==> src/rtl/cpu_types_pkg.sv <==
// -----------------------------------------------------------------------------
// cpu_types_pkg
// Shared CPU datapath types: the machine word, the ALU opcode encoding, the
// opcode driven onto the ALU bus when nobody owns it, and the record that
// holds one registered ALU response.
// -----------------------------------------------------------------------------
package cpu_types_pkg;

    typedef logic [31:0] word_t;

    typedef enum logic [3:0] {
        ALU_ADD  = 4'd0,
        ALU_SUB  = 4'd1,
        ALU_AND  = 4'd2,
        ALU_OR   = 4'd3,
        ALU_XOR  = 4'd4,
        ALU_SLL  = 4'd5,
        ALU_SRL  = 4'd6,
        ALU_SRA  = 4'd7,
        ALU_SLT  = 4'd8,
        ALU_SLTU = 4'd9
    } aluop_t;

    // Opcode presented to the ALU on idle cycles. SLL of 0 by 0 keeps the
    // ALU inputs and outputs static, so the shared bus does not toggle.
    localparam aluop_t ALU_IDLE_OP = ALU_SLL;

    // One registered response slot.
    typedef struct packed {
        word_t res;
        logic  zero;
        logic  neg;
        logic  ovf;
    } alu_rsp_t;

endpackage : cpu_types_pkg

==> src/rtl/rr_pick.sv <==
// -----------------------------------------------------------------------------
// rr_pick
// Picks one winner from an eligible mask.
//   RR_EN = 1 : rotating priority, scanning ptr+1, ptr+2, ... ptr (mod NREQ)
//   RR_EN = 0 : fixed priority, lowest index wins (ptr is ignored)
// Ports:
//   elig     in   NREQ  eligible requesters
//   ptr      in   IW    index granted most recently
//   win      out  NREQ  one-hot winner, zero when nothing is eligible
//   win_idx  out  IW    binary index of the winner (0 when none)
//   any      out  1     at least one requester is eligible
// -----------------------------------------------------------------------------
module rr_pick #(
    parameter int NREQ  = 2,
    parameter bit RR_EN = 1'b1,
    localparam int IW   = (NREQ > 1) ? $clog2(NREQ) : 1
) (
    input  logic [NREQ-1:0] elig,
    input  logic [IW-1:0]   ptr,
    output logic [NREQ-1:0] win,
    output logic [IW-1:0]   win_idx,
    output logic            any
);

    logic [IW-1:0] cand;

    // Both modes walk NREQ candidates in priority order and keep the first
    // eligible one; only the order of the walk differs.
    always_comb begin
        win     = '0;
        win_idx = '0;
        any     = 1'b0;
        cand    = '0;
        for (int k = 1; k <= NREQ; k++) begin
            if (RR_EN) begin
                cand = IW'((int'(ptr) + k) % NREQ);
            end else begin
                cand = IW'(k - 1);
            end
            if (!any && elig[cand]) begin
                any     = 1'b1;
                win_idx = cand;
            end
        end
        if (any) begin
            win[win_idx] = 1'b1;
        end
    end

endmodule : rr_pick

==> src/rtl/alu_arbiter.sv <==
// -----------------------------------------------------------------------------
// alu_arbiter
// Shares one ALU between NREQ requesters (e.g. EX-stage port and the
// branch/address unit). Each cycle one eligible requester is granted; its
// opcode and operands are steered combinationally to the ALU, and the ALU
// result and flags are registered into that requester's response slot at the
// end of the grant cycle. A slot stays valid until its owner acks it; a full
// slot blocks further grants to that requester only.
// Parameters:
//   NREQ   number of requesters (2..8)
//   RR_EN  1 = round-robin, 0 = fixed priority (lowest index wins)
// Ports:
//   CLK, RST                     clock, asynchronous active-high reset
//   req / op / a / b             per-requester request, opcode, operands
//   gnt                          one-hot-or-zero grant, same cycle as req
//   rsp_valid / rsp_ack          per-slot response handshake
//   rsp_out                      per-slot registered ALU result
//   rsp_zero / rsp_neg / rsp_ovf per-slot registered ALU flags
//   alu_op / alu_a / alu_b       steered ALU inputs (quiet when idle)
//   alu_out / alu_zero / alu_neg / alu_ovf   ALU result and flags
// -----------------------------------------------------------------------------
module alu_arbiter
    import cpu_types_pkg::*;
#(
    parameter int NREQ  = 2,
    parameter bit RR_EN = 1'b1
) (
    input  logic                CLK,
    input  logic                RST,

    input  logic  [NREQ-1:0]    req,
    input  aluop_t [NREQ-1:0]   op,
    input  word_t [NREQ-1:0]    a,
    input  word_t [NREQ-1:0]    b,
    output logic  [NREQ-1:0]    gnt,

    output logic  [NREQ-1:0]    rsp_valid,
    input  logic  [NREQ-1:0]    rsp_ack,
    output word_t [NREQ-1:0]    rsp_out,
    output logic  [NREQ-1:0]    rsp_zero,
    output logic  [NREQ-1:0]    rsp_neg,
    output logic  [NREQ-1:0]    rsp_ovf,

    output aluop_t              alu_op,
    output word_t               alu_a,
    output word_t               alu_b,
    input  word_t               alu_out,
    input  logic                alu_zero,
    input  logic                alu_neg,
    input  logic                alu_ovf
);

    localparam int IW = (NREQ > 1) ? $clog2(NREQ) : 1;

    // The ALU drives its overflow flag for every opcode, but it only has a
    // meaning for add/subtract; anything else is recorded as no overflow.
    function automatic logic mask_ovf(input aluop_t o, input logic ovf);
        return ((o == ALU_ADD) || (o == ALU_SUB)) ? ovf : 1'b0;
    endfunction

    logic [IW-1:0]   last_gnt;
    logic [NREQ-1:0] elig;
    logic [NREQ-1:0] win;
    logic [IW-1:0]   win_idx;
    logic            win_any;
    logic            grant_any;
    alu_rsp_t        alu_rsp_p0;

    // ---- Stage p0: eligibility, selection, steering (combinational) ----

    // Acking in the same cycle frees the slot in time for a new grant, which
    // is what allows one op per cycle per requester.
    assign elig = req & (~rsp_valid | rsp_ack);

    rr_pick #(
        .NREQ  (NREQ),
        .RR_EN (RR_EN)
    ) u_pick (
        .elig    (elig),
        .ptr     (last_gnt),
        .win     (win),
        .win_idx (win_idx),
        .any     (win_any)
    );

    // Reset suppresses the grant outright so nothing can be captured or
    // handed out while the block is held in reset.
    assign grant_any = win_any & ~RST;
    assign gnt       = grant_any ? win : '0;

    always_comb begin
        alu_op = ALU_IDLE_OP;
        alu_a  = '0;
        alu_b  = '0;
        if (grant_any) begin
            alu_op = op[win_idx];
            alu_a  = a[win_idx];
            alu_b  = b[win_idx];
        end
    end

    always_comb begin
        alu_rsp_p0.res  = alu_out;
        alu_rsp_p0.zero = alu_zero;
        alu_rsp_p0.neg  = alu_neg;
        alu_rsp_p0.ovf  = mask_ovf(alu_op, alu_ovf);
    end

    // ---- Stage p1: arbitration pointer and response slots (registered) ----

    // The pointer only moves on a real grant, so idle cycles do not disturb
    // the rotation order.
    always_ff @(posedge CLK or posedge RST) begin
        if (RST) begin
            last_gnt <= IW'(NREQ - 1);
        end else if (grant_any) begin
            last_gnt <= win_idx;
        end
    end

    for (genvar g = 0; g < NREQ; g++) begin : g_slot
        logic     vld_p1;
        alu_rsp_t rsp_p1;

        // A grant wins over an ack in the same cycle: the fresh result
        // replaces the consumed one and the slot stays valid.
        always_ff @(posedge CLK or posedge RST) begin
            if (RST) begin
                vld_p1 <= 1'b0;
                rsp_p1 <= '0;
            end else if (gnt[g]) begin
                vld_p1 <= 1'b1;
                rsp_p1 <= alu_rsp_p0;
            end else if (rsp_ack[g]) begin
                vld_p1 <= 1'b0;
            end
        end

        assign rsp_valid[g] = vld_p1;
        assign rsp_out[g]   = rsp_p1.res;
        assign rsp_zero[g]  = rsp_p1.zero;
        assign rsp_neg[g]   = rsp_p1.neg;
        assign rsp_ovf[g]   = rsp_p1.ovf;
    end

endmodule : alu_arbiter

==> config.mk <==
export PLATFORM = sky130hd
export DESIGN_NAME = alu_arbiter
export DESIGN_NICKNAME = d
export VERILOG_FILES = /design/src/rtl/cpu_types_pkg.sv /design/src/rtl/rr_pick.sv /design/src/rtl/alu_arbiter.sv
export SDC_FILE = /design/constraint.sdc
export NUM_CORES = 1
export LEC_CHECK = 0
export CAP_MARGIN = 20
export CORE_AREA = 5 5 120 122
export DETAILED_ROUTE_END_ITERATION = 8
export DIE_AREA = 0 0 125 127
export PLACE_DENSITY = 0.76
export SETUP_SLACK_MARGIN = 0.5
export SKIP_LAST_GASP = 1
export SYNTH_ARGS = -nofsm -noshare
export SYNTH_HDL_FRONTEND = slang
export SYNTH_HIERARCHICAL = 1
export SYNTH_SLANG_ARGS = --single-unit
==> constraint.sdc <==
create_clock -name CLK -period 7.15 [get_ports CLK]
set_input_delay 2.145 -clock CLK [delete_from_list [all_inputs] [get_ports CLK]]
set_output_delay 2.145 -clock CLK [all_outputs]
set_load 0.02 [all_outputs]
# Yosys cells after proc, flatten, opt, wreduce, memory -nomap -nowiden
# Index checks and enable logic that the tools add are counted.
dict set report word_totals {
  regBits 73
  out_inout_bits 142
  word_cells 56
}
dict set report classes {
  addsub 2
  magnitude_cmp 4
  eq_ne 1
  n_mux 26
  n_bitwise 5
  reduce_logical 7
}
# op n
set ops {}
lappend ops {{32-bit 2-to-1 mux} 6}
lappend ops {{1-bit 2-to-1 mux} 14}
lappend ops {{4-bit 2-to-1 mux} 3}
lappend ops {{1-bit by 2-bit less-than comparator with 1-bit output (second input constant)} 3}
lappend ops {{4-bit by 1-bit equality test with 1-bit output (second input constant)} 1}
lappend ops {{4-bit zero test} 1}
lappend ops {{2-bit 2-to-1 mux} 2}
lappend ops {{2-bit nonzero test} 2}
lappend ops {{1-bit adder (second input constant)} 2}
lappend ops {{2-bit AND} 1}
lappend ops {{1-bit logical AND} 2}
lappend ops {{2-bit NOT} 1}
lappend ops {{2-bit OR} 1}
lappend ops {{1-bit AND} 1}
lappend ops {{1-bit demux with 1-bit select} 1}
lappend ops {{1-bit >= comparator (second input constant)} 1}
lappend ops {{1-bit zero test} 1}
lappend ops {{1-bit logical OR} 1}
lappend ops {{1-bit NOT} 1}

# Longest topological paths before layout
# Gate-level depths: netlist of the first run.
dict set report logic_depth {
  word_depth 16
  mapped_depth 8
  depth_no_buf 6
}

# Cells and area by module
# Netlist of the first run, hierarchy kept.
# module instances cells_each area_per_inst_um2 seq_area_each_um2
set by_module_without_submodules {}
lappend by_module_without_submodules {alu_arbiter 1 322 4070.2 1828.0}
lappend by_module_without_submodules {rr_pick 1 5 32.5 0.0}

# Least setup slack after synthesis of the first run
# No wires, ideal clock.
dict set report synth_timing {
  path_kind {input-to-output}
  start {input port RST}
  end {output port alu_a[18]}
  arrival_time_ps 4614
  required_ps 5005
  path_slack_ps 391
  cell_stages 5
  path_buffers 2
  cell_sequence {inv_1 -> nand2_1 -> buf_2 -> buf_2 -> nor2_1}
}
dict set report synth_between {
  elab_chain_len 3
}
# element line
set synth_rtl {}
lappend synth_rtl {{start: declaration} alu_arbiter.sv:29} ;# input logic RST,
lappend synth_rtl {{1-bit NOT} alu_arbiter.sv:88} ;# assign grant_any = win_any & ~RST;
lappend synth_rtl {{1-bit AND} alu_arbiter.sv:88}
lappend synth_rtl {{32-bit 2-to-1 mux} alu_arbiter.sv:95} ;# if (grant_any) begin
lappend synth_rtl {{end: declaration} alu_arbiter.sv:45} ;# output word_t alu_a,
# No other way between the ends.

# Final worst setup path of the first run
dict set report layout_timing {
  start {input port rsp_ack[1]}
  end {output port alu_b[15]}
}
dict set report layout_between {
  elab_chain_len 11
  word_cells_on_any_way 16
}
# element line
set layout_rtl {}
lappend layout_rtl {{start: declaration} alu_arbiter.sv:38} ;# input logic [NREQ-1:0] rsp_ack,
lappend layout_rtl {{2-bit OR *} alu_arbiter.sv:73} ;# assign elig = req & (~rsp_valid | rsp_ack);
lappend layout_rtl {{2-bit AND *} alu_arbiter.sv:73}
lappend layout_rtl {{net elig[1]} alu_arbiter.sv:62} ;# logic [NREQ-1:0] elig;
lappend layout_rtl {{1-bit 2-to-1 mux (implied by the code) (2 in series)} rr_pick.sv:40} ;# if (!any && elig[cand]) begin
lappend layout_rtl {{1-bit 2-to-1 mux} rr_pick.sv:40}
lappend layout_rtl {{1-bit zero test} rr_pick.sv:40}
lappend layout_rtl {{1-bit logical AND} rr_pick.sv:40}
lappend layout_rtl {{1-bit 2-to-1 mux *} rr_pick.sv:40}
lappend layout_rtl {{net win_idx} alu_arbiter.sv:64} ;# logic [IW-1:0] win_idx;
lappend layout_rtl {{32-bit 2-to-1 mux (implied by the code) * (2 in series)} alu_arbiter.sv:98} ;# alu_b = b[win_idx];
lappend layout_rtl {{32-bit 2-to-1 mux *} alu_arbiter.sv:95}
lappend layout_rtl {{end: declaration} alu_arbiter.sv:46} ;# output word_t alu_b,
# Mark *: on every way through the listed nets, which the timed path passes. The rest lies on a longest branch. The select of a mux whose other input is x is not followed.

==> results of run 1 <==
==> report_power, final <==
part | internal, mW | total (mW) | switching, mW
Combinational | 0.556 | 0.990 | 0.434
Sequential | 0.542 | 0.617 | 0.0745
Clock | 0.303 | 0.466 | 0.163
Total | 1.40 | 2.07 | 0.671
==> layout make-up <==
class | count | share of cell area, %
tap | 176 | 2.826
clock inverter | 6 | 1.060
sequential | 73 | 23.46
inverter | 4 | 0.2409
clock buffer | 10 | 2.939
timing repair buffer | 328 | 42.52
multi-input combinational | 226 | 26.95
==> logic make-up (layout without fill, tap and decap cells) <==
kind of cell    after synthesis  in the layout  share of synthesized area [%]
mux                         137            137                          40.47
simple gates                 83             83                          9.088
flops                        73             73                          44.56
buf+inv                      28            348                          4.788
compound gates                6              6                          1.098
==> routing by layer <==
metal | global-route usage, % | share of wire [%]
met5 | 0 | 0
met4 | 4.464 | 1.6
met3 | 7.721 | 9.2
met2 | 34.96 | 52
met1 | 21.72 | 38
==> worst min path at each step <==
stage	start	to	slack [ns]	depth (start not counted)
finish	rsp_out[30]	rsp_out[30]	0.50	1
detailed placement	rsp_ovf[0]	rsp_ovf[0]	0.49	1
CTS	rsp_out[30]	rsp_out[30]	0.51	1
floorplan	g_slot[0].vld_p1	g_slot[0].vld_p1	0.47	2
global route	rsp_ovf[0]	rsp_ovf[0]	0.51	1
global placement	rsp_ovf[0]	rsp_ovf[0]	0.48	1
==> per-stage QoR <==
stage | cells | instance area, sq um
6_report | 823 | 7791
5_1_grt | 823 | 7791
4_1_cts | 821 | 7751
3_5_place_dp | 805 | 7440
3_3_place_gp | 805 | 7440
2_1_floorplan | 327 | 4106
==> cells in the mapped netlist (all sizes together), types with 2 or more instances <==
master | count | area [sq um]
dfrtp | 72 | 1802
mux2i | 68 | 680.7
and2 | 2 | 12.51
nand2b | 2 | 12.51
nor2 | 67 | 251.5
inv | 4 | 15.01
clkbuf | 2 | 7.510
buf | 22 | 173.9
nand4 | 2 | 12.51
mux2 | 69 | 979.7
nand2 | 7 | 58.81
a21boi | 3 | 22.52
o2bb2ai | 2 | 17.52
==> cells in the final DEF, fill, tap and decap left out <==
master / count
nor2b_4: 1
nand2_1: 4
mux2_4: 54
and2_1: 2
o2bb2ai_1: 2
dfstp_2: 1
bufinv_16: 2
buf_12: 3
mux2_2: 15
nand2b_1: 2
clkbuf_1: 1
or2_1: 1
clkbuf_16: 10
clkinvlp_4: 2
nand2_8: 2
a21oi_1: 1
nor2_1: 67
mux2i_2: 2
nor3_1: 1
mux2i_1: 66
a21boi_1: 1
inv_1: 3
dfrtp_1: 72
a21boi_0: 1
nand4_1: 2
nand2_2: 1
a21boi_4: 1
clkdlybuf4s50_1: 318
clkinv_2: 3
buf_4: 6
==> registers in the layout, indices dropped and copies added (netlist names) <==
register / cells
rsp_zero: 2
last_gnt: 1
rsp_out: 64
g_slot.vld_p1: 2
rsp_ovf: 2
rsp_neg: 2
==> worst register-to-register path, cell delays in order, from the launching register on <==
cell and delay (ns):
dfrtp_1 0.34, nand2b_1 0.07, and2_1 0.22, or2_1 0.27, nor2b_4 0.19, nand2_8 0.09, buf_4 0.53, mux2_2 0.43
==> what timing repair did <==
item / 4_1_cts / 5_1_grt
hold buffers: 0 / 0
setup endpoints to repair: 0 / 4
buffers inserted: 0 / 1
resized for setup: 0 / 2
==> results by group, run 1 <==
Timing
  • Fin crit share: 91.87%
  • Setup Skew: 0.002796 ns
  • Setup Viol. Count Final: 0
  • Fin. max-slew vios: 0
  • RSZ-0062 raised after global routing: yes
  • Total negative slack: 0 ns
  • Max_slew headroom: 39.12%
  • Fin crit period: 6.569 ns
  • Worst Tran Pin Value: 0.9132 ns
  • Setup ws final: 0.5811 ns
  • Fmax: 0.1522 GHz
  • Final hold vios: 0
  • Fin Hold WS: 0.5024 ns

Final layout
  • Fin util: 59.54%
  • Fillers: 1080
  • Share of post-route cells with drive strength above 1: 15.92%
  • Post-layout nets: 819
  • Multi-input logic area: 0.002100 sq mm
  • Syn-to-layout area delta: 89.91%
  • Reg area: 0.001828 sq mm
  • Ant. Diodes: 0

GRT
  • Initial antenna violation count: 0
  • First-pass GRT wire length: 24280 um
  • Global router's overall resource usage: 19.43%
  • GR Overflow Total: 0
  • Vias in the first global route: 4109
  • Largest net degree at the start of global routing: 74

Setup path
  • R2R setup slack: 4.89 ns
  • Worst r2r src: g_slot[0].vld_p1
  • Critical path type: in -> out
  • CP most frequent cell: clkdlybuf4s50_1
  • CP Max Fanout: 29
  • Worst setup path startpoint: rsp_ack[1]
  • Crit. path cell count: 8
  • Critical Path Max Stage Delay: 0.55 ns
  • Delay-heaviest family, CP: buffers and inverters
  • CP arrival: 4.42 ns
  • Crit path cell chain: clkdlybuf4s50_1, nand2b_1, and2_1, a21boi_4, buf_12, mux2i_2, nor2_1, clkdlybuf4s50_1
  • Critical path endpoint: alu_b[15]
  • Reg2Reg Depth: 7
  • Startpoint types: input port
  • CP max stage cell: clkdlybuf4s50_1
  • CP required: 5.01 ns
  • Endpoint class of the critical path: output port
  • Buf+Inv Stages, Crit Path: 3
  • FF-to-FF End: rsp_out[29]

Place
  • Dpl ws: 0.5508 ns
  • IO Port Bufs: 318
  • Routability Congestion: 0.9082
  • Placed wire-length estimate: 12810 um

CTS
  • Num CTS Buffers: 9
  • H-tree Lvls: 3
  • Clock Sinks: 73
  • Longest Clk Path Bufs: 2
  • CTS tree: yes
  • Root Buffer: clkbuf_16
  • Worst-skew pair later-pin latency: 0.32 ns
  • Clock slew seen by the registers of the worst setup and hold paths: 0.05 ns

Routing
  • Via density: 4.583
  • Total number of vias: 3772
  • Final ANT Viol Nets: 0
  • WL final: 16190 um
  • TritonRoute pass-1 iters: 4
  • DRC errors left: 0
  • Detailed Route Iter0 Violations: 109
  • Routed WL per cell: 19.67 um

Synthesis
  • Number of synthesized flops with an enable pin: 0
  • Async set-or-reset flop fraction in the synthesized netlist: 100.0%
  • Mapped Nets: 504
  • Register area share after synthesis: 44.56%
  • Netlist cell types: 24
  • Flops & latches, synth: 73
  • Synth Warn #: 6
  • Cells after Synth: 327
  • Dominant synthesized flop cell: dfrtp_1
  • Post-Syn Area per Cell: 12.55 sq um
  • Post-Synthesis Cell Area: 0.004103 sq mm

Floorplan
  • I/O pin count: 319
  • Die area: 0.01588 sq mm
  • CORE AREA: 0.01309 sq mm
  • Die height: 127 um
  • Num rows: 42
  • Die width: 125 um
  • Starting Density: 31.35%

Min path
  • HP Class: reg -> reg

Power and ir drop
  • Tot Pwr: 2.073 mW
  • Power Dens Cells: 266.1 mW/mm^2
  • Static Leak: 3.404 nW
  • Worst VDD drop: 0.2092 mV

Status
  • Status: completed

Flow run
  • Max Cap Viol: 0
Note: power is estimated with default switching activity, not from simulation.
==> inputs of run 2 (changes only) <==
- CELL_PAD_IN_SITES_DETAIL_PLACEMENT: default -> 0
- CELL_PAD_IN_SITES_GLOBAL_PLACEMENT: default -> 1
- CORE_AREA: 5 5 120 122 -> 5 5 119 121
- CTS_CLUSTER_SIZE: default -> 8
- DIE_AREA: 0 0 125 127 -> 0 0 124 126
- DONT_BUFFER_PORTS: default -> 1
- PLACE_DENSITY: 0.76 -> default
- PLACE_DENSITY_LB_ADDON: default -> 0.1
==> run 2 against run 1 <==
  * Sequential share of layout area is 17 points higher
  * Fmax grew 11%
  * Combinational power shrank 63%
  * Sequential cell count unchanged
  * Register-to-register slack got worse by 0.24 ns
  * Routed wire length fell by 23%
  * Clock power rose by 4.9%
  * Cell area down 42%
  * Utilization down 25 points
  * Critical endpoint is now alu_op[2]
  * Highest routed layer is now met5
==> results by group, run 2 (synthesis gave the netlist of run 1 again) <==
CTS
  • Worst-skew pair later-pin latency: 0.33 ns
  • Setup Buffers After CTS: 0
  • Clock slew seen by the registers of the worst setup and hold paths: 0.06 ns
  • CTS Hold Buffers Added: 0
  • CTS tree: yes
  • H-tree Lvls: 3
  • Clock Sinks: 73
  • Longest Clk Path Bufs: 2
  • Root Buffer: clkbuf_16
  • Cts repair resizes: 0
  • Num CTS Buffers: 9

Floorplan
  • Die height: 126 um
  • I/O pin count: 319
  • Num rows: 42
  • Die width: 124 um
  • Die area: 0.01562 sq mm
  • Starting Density: 31.61%
  • CORE AREA: 0.01298 sq mm

Setup path
  • CP arrival: 3.79 ns
  • Critical path type: in -> out
  • Startpoint types: input port
  • Delay-heaviest family, CP: simple AND/OR/NAND/NOR gates
  • Critical Path Max Stage Delay: 0.40 ns
  • R2R setup slack: 4.65 ns
  • CP max stage cell: buf_12
  • Endpoint class of the critical path: output port
  • Crit path cell chain: nand2b_1, and2_1, a21boi_4, buf_12, mux2i_1, nand2_1
  • CP required: 5.01 ns
  • CP Max Fanout: 68
  • Buf+Inv Stages, Crit Path: 1

Power and ir drop
  • Static Leak: 2.157 nW
  • Worst VDD drop: 0.1687 mV
  • Power Dens Cells: 366.9 mW/mm^2

Place
  • Dpl ws: 1.207 ns
  • Placed wire-length estimate: 9642 um
  • Routability Congestion: 0.7890
  • IO Port Bufs: 0

GRT
  • Global router's overall resource usage: 14.86%
  • First-pass GRT wire length: 17200 um
  • GR Overflow Total: 0
  • Initial antenna violation count: 1
  • Vias in the first global route: 2777
  • Largest net degree at the start of global routing: 74

Timing
  • Fmax: 0.1686 GHz
  • Fin. max-slew vios: 0
  • RSZ-0062 raised after global routing: no
  • Setup Viol. Count Final: 0
  • Worst Tran Pin Value: 0.9452 ns
  • Final hold vios: 0
  • Total negative slack: 0 ns
  • Max_slew headroom: 36.99%
  • Fin crit period: 5.930 ns
  • Setup ws final: 1.220 ns
  • Fin crit share: 82.94%
  • Setup Skew: 0.004823 ns

Routing
  • Total number of vias: 2501
  • TritonRoute pass-1 iters: 4
  • DRC errors left: 0
  • Routed WL per cell: 24.91 um
  • Final ANT Viol Nets: 0
  • Via density: 5.002
  • WL final: 12450 um
  • Detailed Route Iter0 Violations: 82

Final layout
  • Fillers: 1324
  • Post-layout nets: 496
  • Share of post-route cells with drive strength above 1: 29.63%
  • Max FFs per register: 64
  • Syn-to-layout area delta: 10.64%
  • Ant. Diodes: 0
  • Most frequent cells in the layout: 72 x dfrtp_1, 68 x mux2i_1, 67 x nor2_1
  • Commonest non-fill, non-tap cell in the layout: dfrtp_1

Status
  • Status: completed

Min path
  • HP Class: reg -> reg

Flow run
  • Max Cap Viol: 0
run 2: cell type report:
class,count,area (sq um),share of cell area [%]
Clock inverter,4,73.82,1.626
Clock buffer,12,256.5,5.651
Sequential cell,73,1828,40.27
Timing Repair Buffer,5,50.05,1.103
Multi-Input combinational cell,226,2092,46.09
Tap cell,176,220.2,4.851
Inverter,4,18.77,0.4135
run 2: final timing paths:
kind,from,end,depth (start not counted)
worst max-delay path,rsp_ack[1],alu_op[2],6
worst max register to register,g_slot[1].vld_p1,rsp_out[60],6
max in group asynchronous,RST,rsp_out[51],2
min in group asynchronous,RST,rsp_out[3],2
worst min register to register,g_slot[1].vld_p1,g_slot[1].vld_p1,2
worst min-delay path,g_slot[1].vld_p1,g_slot[1].vld_p1,2
run 2: layer usage:
metal  GRT usage, %  vias to the layer above  share of wire [%]
met3          6.099                       22                 12
li1               -                     1101                  -
met2          25.74                      169                 50
met1          15.95                     1207                 35
met4          5.799                        2                2.5
met5              0                        -               0.10
run 2: worst register-to-register path, cell delays in order, from the launching register on:
cell and delay (ns):
dfrtp_1 0.46, nand2b_1 0.12, and2_1 0.25, a21boi_0 0.76
nand2_8 0.04, buf_4 0.36, mux2_4 0.39
run 2: power breakdown:
part,internal [mW],total (mW),switching (mW)
Sequential,0.541,0.813,0.272
Combinational,0.204,0.363,0.160
Clock,0.325,0.489,0.164
run 2: through the flow:
step / utilization [%] / hold WS (ns) / std cells / cell area [sq um] / power, mW
final: 34.97 / 0.6490 / 500 / 4539 / 1.665
after global placement: 32.43 / 0.6462 / 484 / 4209 / 1.191
after global routing: 34.97 / 0.6718 / 500 / 4539 / 1.749
after floorplan: - / 0.4672 / 327 / 4106 / 1.109
after CTS: 34.97 / 0.6544 / 500 / 4539 / 1.691
after detailed placement: 32.43 / 0.6407 / 484 / 4209 / 1.190
==> variant (flow settings as in run 1) <==
Make the reset (`RST`) synchronous in 2 clocked blocks. Comments in the files are not updated.
--- a/src/rtl/alu_arbiter.sv
+++ b/src/rtl/alu_arbiter.sv
@@ -110,7 +110,7 @@
 
     // The pointer only moves on a real grant, so idle cycles do not disturb
     // the rotation order.
-    always_ff @(posedge CLK or posedge RST) begin
+    always_ff @(posedge CLK) begin
         if (RST) begin
             last_gnt <= IW'(NREQ - 1);
         end else if (grant_any) begin
@@ -124,7 +124,7 @@
 
         // A grant wins over an ack in the same cycle: the fresh result
         // replaces the consumed one and the slot stays valid.
-        always_ff @(posedge CLK or posedge RST) begin
+        always_ff @(posedge CLK) begin
             if (RST) begin
                 vld_p1 <= 1'b0;
                 rsp_p1 <= '0;
Check against the original RTL: differs if RST is asserted again (counterexample within 4 cycles, from zero or initial values and one cycle with RST high); with RST held inactive, the same outputs for 4 cycles.
==> variant against run 1 <==
Design area decreased by 3.9%; final cell count up 12%; hold slack got worse by 0.015 ns; area after synthesis decreased by 7.2%; sequential cell count unchanged; worst setup slack got worse by 0.0086 ns; routed wire length grew 3.3%; non-clock buffer count fell by 2; first-iteration DRC count rose by 35%; die area unchanged; critical path type unchanged.
Power is not compared: it rests on default switching activity, and its combinational part moved more than twofold at a synthesized area within 25%.
==> variant: results (changes against run 1) <==
Outcome
  – Status: completed

GRT
  – Vias in the first global route: 4365 (+6.2%)
  – Largest net degree at the start of global routing: 76 (+2.7%)
  – Global-route wire length before repair: 24600 um (+1.5%)
  – GRT Resource Usage Total: 19.4% (-0.034 points)
  – Initial antenna violation count: 1 (+1)

Placement
  – PortBufs: 318 (unchanged)
  – Gpl congestion: 0.923 (+1.6%)
  – Post-DP Area: 7060 um^2 (-5.1%)
  – HPWL after DPL: 12800 um (-0.15%)

Worst setup path
  – Cell family with most CP delay: buffers and inverters
  – Worst Path Arrival: 4.43 ns (about the same)
  – CP dominant cell by count: clkdlybuf4s50_1
  – Max incr delay on CP: 0.59 ns (+0.04 ns)
  – Critical path peak fanout: 42 (+45%)
  – Slowest cell on crit path: clkdlybuf4s50_1

Yosys
  – Syn nets: 624 (+24%)
  – Area contributors post-synth: dfxtp_1 (38%), mux2i_1 (17%), nand3b_1 (13%), o21ai_0 (9.2%), nor2_1 (6.5%)
  – Top cells by count, synth: dfxtp_1 (73), o21ai_0 (70), nand3b_1 (68), mux2i_1 (66), nor2_1 (66)
  – Cell variety after synth: 23 (-4.2%)
  – Synth Flop Type: dfxtp_1
  – Total of warnings raised by yosys: 6 (unchanged)
  – Post-synthesis sequential area ratio: 38.4% (-6.2 points)
  – Async SR Flop Fraction: 0% (-100 points)

Routing
  – Wire length per cell: 18.1 um (-8.0%)
  – Vias: 4348 (+15%)
  – Iteration-0 DRC Markers: 147 (+35%)

Timing
  – Post-route setup TNS: 0 ns (unchanged)
  – Setup Skew: 0.00338 ns (+0.000585 ns)
  – Worst-Margin Slew: 0.644 ns (-0.269 ns)
  – Endpoints failing setup: 0 (unchanged)

Finish
  – Nets@finish: 921 (+12%)
  – Share of cells above drive strength 1: 3.88% (-12 points)
  – Area growth syn-to-layout: 96.8%
  – Max FFs per register: 64 (unchanged)
  – # fillers: 1113 (+3.1%)

Power
  – Leakage: 3.35 nW
  – Worst vdd ir: 0.164 mV

CTS
  – Root Buffer: clkbuf_16
  – Worst skew pair latency: 0.33 ns
  – Num CTS Buffers: 9 (unchanged)
  – Clk buf depth: 2 (unchanged)
  – Clock slew at reported path FFs: 0.05 ns (about the same)

Hold path
  – HP Class: reg2reg
==> variant: tightest hold or removal path: cells and delay by family, from the launching register on <==
family	cells	cell delay, ns
AOI/OAI and AO/OA	1	0.06
DFF	1	0.32
and+or+nand+nor	1	0.07
==> variant: area by class of cell <==
type	count	share of cell area [%]
antenna	1	0.0334
timing repair buffer	326	45.4
clock buffer	12	3.42
multi-input combinational	294	26.4
inverter	40	2.00
sequential	73	19.5
tap	176	2.94
clock inverter	2	0.200
==> variant: kinds of logic after synthesis <==
kind of cell           count (synthesis)  share of synthesized area, %
buffers and inverters                 81                          10.2
muxes                                 66                          17.4
DFF                                   73                          38.4
and+or+nand+nor                      146                          22.4
AOI/OAI and AO/OA                     81                          11.7
==> variant: routing by layer <==
metal  share of wire [%]  vias up  GRT usage (%)  wire length (um)
li1                    -     2097              -                 -
met1                  40     2026           22.1              6640
met2                  50      203           33.4              8310
met3                 8.2       22           7.35              1370
met4                 2.5        0           6.76               414
met5                   0        -              0                 0
==> variant: worst paths after layout <==
path / cells after the start / slack [ns] / from / endpoint
setup / recovery: 8 / 0.57 / rsp_ack[0] / alu_op[0]
hold / removal: 2 / 0.49 / rsp_out[53] / rsp_out[53]
setup reg to reg: 7 / 5.19 / g_slot[0].vld_p1 / rsp_out[18]
hold reg to reg: 2 / 0.49 / rsp_out[53] / rsp_out[53]
==> variant: where the power goes <==
part	switching [mW]	internal, mW
Clock	0.158	0.250
Sequential	0.0166	0.437
Combinational	0.202	0.242
==> variant: stage by stage <==
stage                     setup WS, ns  cells
after floorplan                   1.56    447
after global placement           0.366    906
after detailed placement         0.371    906
after CTS                        0.476    922
after global routing             0.434    924
final                            0.572    924
==> variant: repair_timing <==
item	in CTS	in global routing
buffers inserted	0	0
gates cloned	2	1
gates resized for setup	4	29
endpoints found under the setup margin	43	42
endpoints found under the hold margin	0	0
hold buffers	0	0
